[config.mk]
export PLATFORM = sky130hd
export DESIGN_NAME = alarm_time_keeper
export DESIGN_NICKNAME = d
export VERILOG_FILES = /design/src/rtl/alarm_time_keeper.sv
export SDC_FILE = /design/constraint.sdc
export NUM_CORES = 1
export LEC_CHECK = 0
export ABC_AREA = 1
export CAP_MARGIN = 40
export CORE_UTILIZATION = 53
export DETAILED_ROUTE_END_ITERATION = 8
export PLACE_DENSITY = 0.8
export SKIP_LAST_GASP = 1
export SLEW_MARGIN = 20
export SYNTH_ARGS = -nofsm -noshare
export SYNTH_HDL_FRONTEND = slang
export SYNTH_SLANG_ARGS = --single-unit
[constraint.sdc]
create_clock -name clk -period 2.5 [get_ports clk]
set_clock_uncertainty 0.05 [all_clocks]
set_input_delay 0.75 -clock clk [delete_from_list [all_inputs] [get_ports clk]]
set_output_delay 0.75 -clock clk [all_outputs]
set_load 0.01 [all_outputs]
[src/rtl/alarm_time_keeper.sv]
// Alarm clock core: samples the 1 Hz time base and the 10 Hz set rate, keeps BCD time and alarm,
// and runs the IDLE/RING/SNOOZE alarm state machine.
module alarm_time_keeper #(
  parameter int unsigned SNOOZE_SEC = 300,
  parameter int unsigned RING_SEC   = 60,
  parameter logic [15:0] ALARM_RST  = 16'h0600
) (
  input  logic       clk,
  input  logic       resetSW,
  input  logic       sec_clk_in,
  input  logic       set_clk_in,
  input  logic [1:0] mode,
  input  logic       inc_hr,
  input  logic       inc_min,
  input  logic       alarm_en,
  input  logic       snooze,
  input  logic       dismiss,
  output logic [7:0] hours,
  output logic [7:0] minutes,
  output logic [7:0] seconds,
  output logic [7:0] alarm_hours,
  output logic [7:0] alarm_minutes,
  output logic       alarm_out,
  output logic [1:0] alarm_state
);

  typedef enum logic [1:0] {
    StIdle   = 2'b00,
    StRing   = 2'b01,
    StSnooze = 2'b10
  } state_e;

  localparam logic [8:0] RingLast   = 9'(RING_SEC - 1);
  localparam logic [8:0] SnoozeLast = 9'(SNOOZE_SEC - 1);

  // Two-digit BCD increment that wraps to 00 after lim.
  function automatic logic [7:0] bcd_inc(input logic [7:0] v, input logic [7:0] lim);
    logic [7:0] r;
    if (v == lim) begin
      r = 8'h00;
    end else if (v[3:0] == 4'd9) begin
      r = {v[7:4] + 4'd1, 4'd0};
    end else begin
      r = {v[7:4], v[3:0] + 4'd1};
    end
    return r;
  endfunction

  logic [2:0] sec_sync_q, set_sync_q;
  logic       sec_tick, set_tick;
  logic       set_time, set_alarm, cnt_tick, alarm_hit;

  logic [7:0] hours_q, minutes_q, seconds_q, hours_d, minutes_d, seconds_d;
  logic [7:0] al_hours_q, al_minutes_q, al_hours_d, al_minutes_d;
  logic [7:0] run_hours, run_minutes, run_seconds;

  state_e     state_q, state_d;
  logic [8:0] ring_cnt_q, ring_cnt_d, snz_cnt_q, snz_cnt_d;
  logic       alarm_out_q;

  // Bit 0 is the first sync stage, bit 2 the edge-detect history.
  assign sec_tick  = sec_sync_q[1] & ~sec_sync_q[2];
  assign set_tick  = set_sync_q[1] & ~set_sync_q[2];
  assign set_time  = (mode == 2'b01);
  assign set_alarm = (mode == 2'b10);
  assign cnt_tick  = sec_tick & ~set_time;

  always_comb begin
    run_seconds = bcd_inc(seconds_q, 8'h59);
    run_minutes = (seconds_q == 8'h59) ? bcd_inc(minutes_q, 8'h59) : minutes_q;
    run_hours   = (seconds_q == 8'h59 && minutes_q == 8'h59) ? bcd_inc(hours_q, 8'h23) : hours_q;

    hours_d      = hours_q;
    minutes_d    = minutes_q;
    seconds_d    = seconds_q;
    al_hours_d   = al_hours_q;
    al_minutes_d = al_minutes_q;

    if (set_time) begin
      seconds_d = 8'h00;
      if (set_tick && inc_min) minutes_d = bcd_inc(minutes_q, 8'h59);
      if (set_tick && inc_hr)  hours_d   = bcd_inc(hours_q, 8'h23);
    end else if (sec_tick) begin
      seconds_d = run_seconds;
      minutes_d = run_minutes;
      hours_d   = run_hours;
    end

    if (set_alarm && set_tick) begin
      if (inc_min) al_minutes_d = bcd_inc(al_minutes_q, 8'h59);
      if (inc_hr)  al_hours_d   = bcd_inc(al_hours_q, 8'h23);
    end

    // Only the tick that lands exactly on HH:MM:00 can start a ring.
    alarm_hit = cnt_tick &&
                ({run_hours, run_minutes, run_seconds} == {al_hours_q, al_minutes_q, 8'h00});
  end

  always_comb begin
    state_d    = state_q;
    ring_cnt_d = ring_cnt_q;
    snz_cnt_d  = snz_cnt_q;
    if (!alarm_en) begin
      state_d    = StIdle;
      ring_cnt_d = '0;
      snz_cnt_d  = '0;
    end else begin
      case (state_q)
        StIdle: begin
          if (alarm_hit) begin
            state_d    = StRing;
            ring_cnt_d = '0;
          end
        end
        StRing: begin
          if (dismiss) begin
            state_d    = StIdle;
            ring_cnt_d = '0;
          end else if (snooze) begin
            state_d   = StSnooze;
            snz_cnt_d = '0;
          end else if (cnt_tick) begin
            if (ring_cnt_q == RingLast) begin
              state_d    = StIdle;
              ring_cnt_d = '0;
            end else begin
              ring_cnt_d = ring_cnt_q + 9'd1;
            end
          end
        end
        StSnooze: begin
          if (dismiss) begin
            state_d   = StIdle;
            snz_cnt_d = '0;
          end else if (cnt_tick) begin
            if (snz_cnt_q == SnoozeLast) begin
              state_d    = StRing;
              ring_cnt_d = '0;
              snz_cnt_d  = '0;
            end else begin
              snz_cnt_d = snz_cnt_q + 9'd1;
            end
          end
        end
        default: state_d = StIdle;
      endcase
    end
  end

  always_ff @(posedge clk) begin
    if (!resetSW) begin
      sec_sync_q   <= '0;
      set_sync_q   <= '0;
      hours_q      <= 8'h00;
      minutes_q    <= 8'h00;
      seconds_q    <= 8'h00;
      al_hours_q   <= ALARM_RST[15:8];
      al_minutes_q <= ALARM_RST[7:0];
    end else begin
      sec_sync_q   <= {sec_sync_q[1:0], sec_clk_in};
      set_sync_q   <= {set_sync_q[1:0], set_clk_in};
      hours_q      <= hours_d;
      minutes_q    <= minutes_d;
      seconds_q    <= seconds_d;
      al_hours_q   <= al_hours_d;
      al_minutes_q <= al_minutes_d;
    end
  end

  always_ff @(posedge clk) begin
    if (!resetSW) begin
      state_q     <= StIdle;
      ring_cnt_q  <= '0;
      snz_cnt_q   <= '0;
      alarm_out_q <= 1'b0;
    end else begin
      state_q     <= state_d;
      ring_cnt_q  <= ring_cnt_d;
      snz_cnt_q   <= snz_cnt_d;
      alarm_out_q <= (state_d == StRing);
    end
  end

  assign hours         = hours_q;
  assign minutes       = minutes_q;
  assign seconds       = seconds_q;
  assign alarm_hours   = al_hours_q;
  assign alarm_minutes = al_minutes_q;
  assign alarm_out     = alarm_out_q;
  assign alarm_state   = state_q;

endmodule
==> metrics.md <==
| Metric | Value |
|---|---|
| Status | `complete, no violations` |
| Fin. max-slew vios | `0` |
| Internal reg-to-reg setup slack | `0.12 ns` |
| Fin crit period | `2.38 ns` |
| Clock transition at path regs | `0.09 ns` |
| Starting DRT DRC Count | `429` |
| Drt wl/cell | `14.3 um` |
| Gr ovfl total | `0` |
| CTS tree | `built` |
| Cts hold-fix bufs | `0` |
| Commonest cells post-synth | `nand2_1, inv_1, nand3_1` |
| Area leader, netlist | `dfxtp_1` |
| Crit. End Element | `register` |
| Max-Cap Viols | `0` |
| Tcrit/Tclk final | `95.2%` |
| Final Hold Vio Count | `0` |
| R2R cell count | `17` |
| Peak Freq | `0.420 GHz` |
| P&R area growth vs syn | `30.7%` |
| Clk sinks | `67` |
| Yosys reg bits | `67` |
| Drt total wl | `13.4 mm` |
| Post-route DRC violation count | `0` |
| Most common cell in the synthesized netlist | `nand2_1` |
| PD cells | `402 mW/mm^2` |
| Drt first pass iters | `5` |
| Max VDD drop | `0.000309 V` |
| Die height | `94.6 um` |
| Io pins | `54` |
| Register area | `0.00135 mm^2` |
| Post-synth top area share | `29.5%` |
| Final hold slack | `0.377 ns` |
| Total track usage | `29.3%` |
| Hold Path Cell Cnt | `2` |
| Die width | `94.6 um` |
| Number of flops mapped to enable cells by yosys | `0` |
| Cells after Synth | `720` |
| Post-synthesis area per instance | `6.31 um^2` |
| Slew margin rel. | `55.7%` |
| Setup WS post-layout | `0.119 ns` |
| Total core area | `0.00826 mm^2` |
| ANT cells | `0` |
| Setup-failing EPs final | `0` |
| CTS H-tree depth | `3` |
| Placement Rows | `33` |
| Die Footprint | `0.00894 mm^2` |
| Hold Path Sink | `set_sync_q[1]` |
| Vias in the first global route | `4769` |
| Crit-path max FO | `5` |
| Global-route wire length before repair | `20.8 mm` |
| Fraction of layout cells with a size suffix above 1 | `16.7%` |
| Critical R2R Launch | `minutes[1]` |
| Initial core utilization | `55.0%` |
| RD Place Congestion | `0.924` |
| Initial antenna violation count | `0` |
| Synth Flop Type | `dfxtp_1` |
| Number of fill cells | `679` |
| Sequential-to-total area share from yosys stat | `29.5%` |
| Final Net Count | `856` |
| Async set-or-reset flop fraction in the synthesized netlist | `0%` |
| R2r endpoint | `ring_cnt_q[1]` |
| Largest net degree at the start of global routing | `25` |
| DP Worst Slack | `-0.331 ns` |
| Top cells by area, synth | `dfxtp_1, nand2_1, nand3_1` |
| Vias | `5294` |
| Inserted Clock Buffers | `9` |
| DR vias/cell | `5.67` |
| Cell Area, Synth | `0.00454 mm^2` |
| IO Port Bufs | `53` |
| Detailed placement HPWL | `9.32 mm` |
| Hold Crit Start | `set_sync_q[0]` |
| Worst Hold Class | `reg2reg` |
| Area of the multi-input gates | `0.00294 mm^2` |
| Slew @ Worst Pin | `0.662 ns` |
| DRT antenna net count | `0` |
| Path type of the worst setup path | `reg2reg` |
| CP Data Required Time | `2.72 ns` |
| Clock latency on the worst-skew pair | `0.36 ns` |
| Max Buffers Root-to-Sink | `2` |
| Critical Path Start Type | `register` |
| CTS root buf | `clkbuf_8` |
| CP Data Arrival Time | `2.60 ns` |
| Syn. warnings | `0` |
| Syn_nets | `753` |
| P_leak | `2.64 nW` |
| Cell variety after synth | `40` |
[layer usage]
| metal | share of wire (%) | up-vias | global-route usage [%] |
|---|---|---|---|
| li1 | - | 2576 | - |
| met1 | 42 | 2434 | 35.4 |
| met2 | 49 | 239 | 49.6 |
| met3 | 6.8 | 45 | 5.15 |
| met4 | 2.5 | 0 | 15.4 |
| met5 | 0 | - | 0 |
[final cells by class]
| cell class | instances | area share, % |
|---|---|---|
| clock buffer | 9 | 2.09 |
| inverter | 106 | 6.70 |
| tap | 105 | 2.21 |
| timing repair buffer | 102 | 15.4 |
| clock inverter | 7 | 1.29 |
| sequential | 67 | 22.8 |
| multi-input combinational | 537 | 49.5 |
[how the worst max path moves through the flow]
stage	startpoint	to	slack, ns	cells past startpoint
after detailed placement	mode[1]	snz_cnt_q[6]	-0.33	12
after floorplan	mode[1]	minutes[6]	0.15	6
after CTS	hours[1]	ring_cnt_q[1]	0.02	17
final	minutes[1]	ring_cnt_q[1]	0.12	17
after global routing	minutes[1]	ring_cnt_q[1]	-0.05	17
after global placement	mode[1]	ring_cnt_q[1]	-0.24	16
[logic make-up after synthesis]
logic type / synth area share, %
simple gates: 39.6
buf+inv: 10.3
compound gates: 13.1
flops: 29.5
fa+ha+maj: 6.06
xor+xnor: 1.35
[sequential cells by signal, summed over array words and instances, names as in the netlist]
signal	flops
snz_cnt_q	9
ring_cnt_q	9
alarm_state	2
sec_sync_q	3
alarm_minutes	8
alarm_hours	8
minutes	8
set_sync_q	3
alarm_out	1
hours	8
seconds	8
[critical path: stages (launching register included)]
cell,delay (ns)
dfxtp_1,0.32
inv_1,0.11
ha_4,0.15
nand2_2,0.06
nor2_4,0.19
nand2_4,0.13
nor2_8,0.15
nand2_1,0.12
nand3_2,0.11
nand2_1,0.06
nor2_1,0.09
nand2_1,0.06
nor2_2,0.16
nand4_4,0.18
nand2_4,0.14
nand2_2,0.07
nor2_2,0.10
nor2_1,0.04
[what timing repair did]
action	CTS	global route
endpoints found under the setup margin	0	19
setup buffers	0	13
gates resized for setup	0	63
[power breakdown]
group          switching, mW  internal [mW]  leakage, nW
registers             0.0303           1.09        0.546
clock network          0.479          0.465       0.0958
logic                  0.186          0.139         2.00
total                  0.695           1.69         2.64
[metrics by stage]
step	total power [mW]	setup TNS, ns	instance area (um^2)	instances	util, %
finish	2.39	0	5930	933	71.9
CTS	2.36	0	5610	917	67.9
detailed placement	1.44	-7.64	5410	901	65.5
global placement	1.43	-5.12	5410	901	65.5
global route	2.47	-0.208	5930	933	71.9
floorplan	1.31	0	4540	720	-
[cell usage in the layout, fill, tap and decap left out, types with 19 or more instances in the layout]
cell,synthesis,routed
inv_1,102,99
o21ai_0,39,39
nand2_1,193,180
dfxtp_1,67,61
clkdlybuf4s50_1,0,51
a21oi_1,39,38
buf_4,1,46
ha_1,22,19
nor2_1,72,63
nand3_1,83,71
No activity file was read; power rests on OpenSTA's default activity.
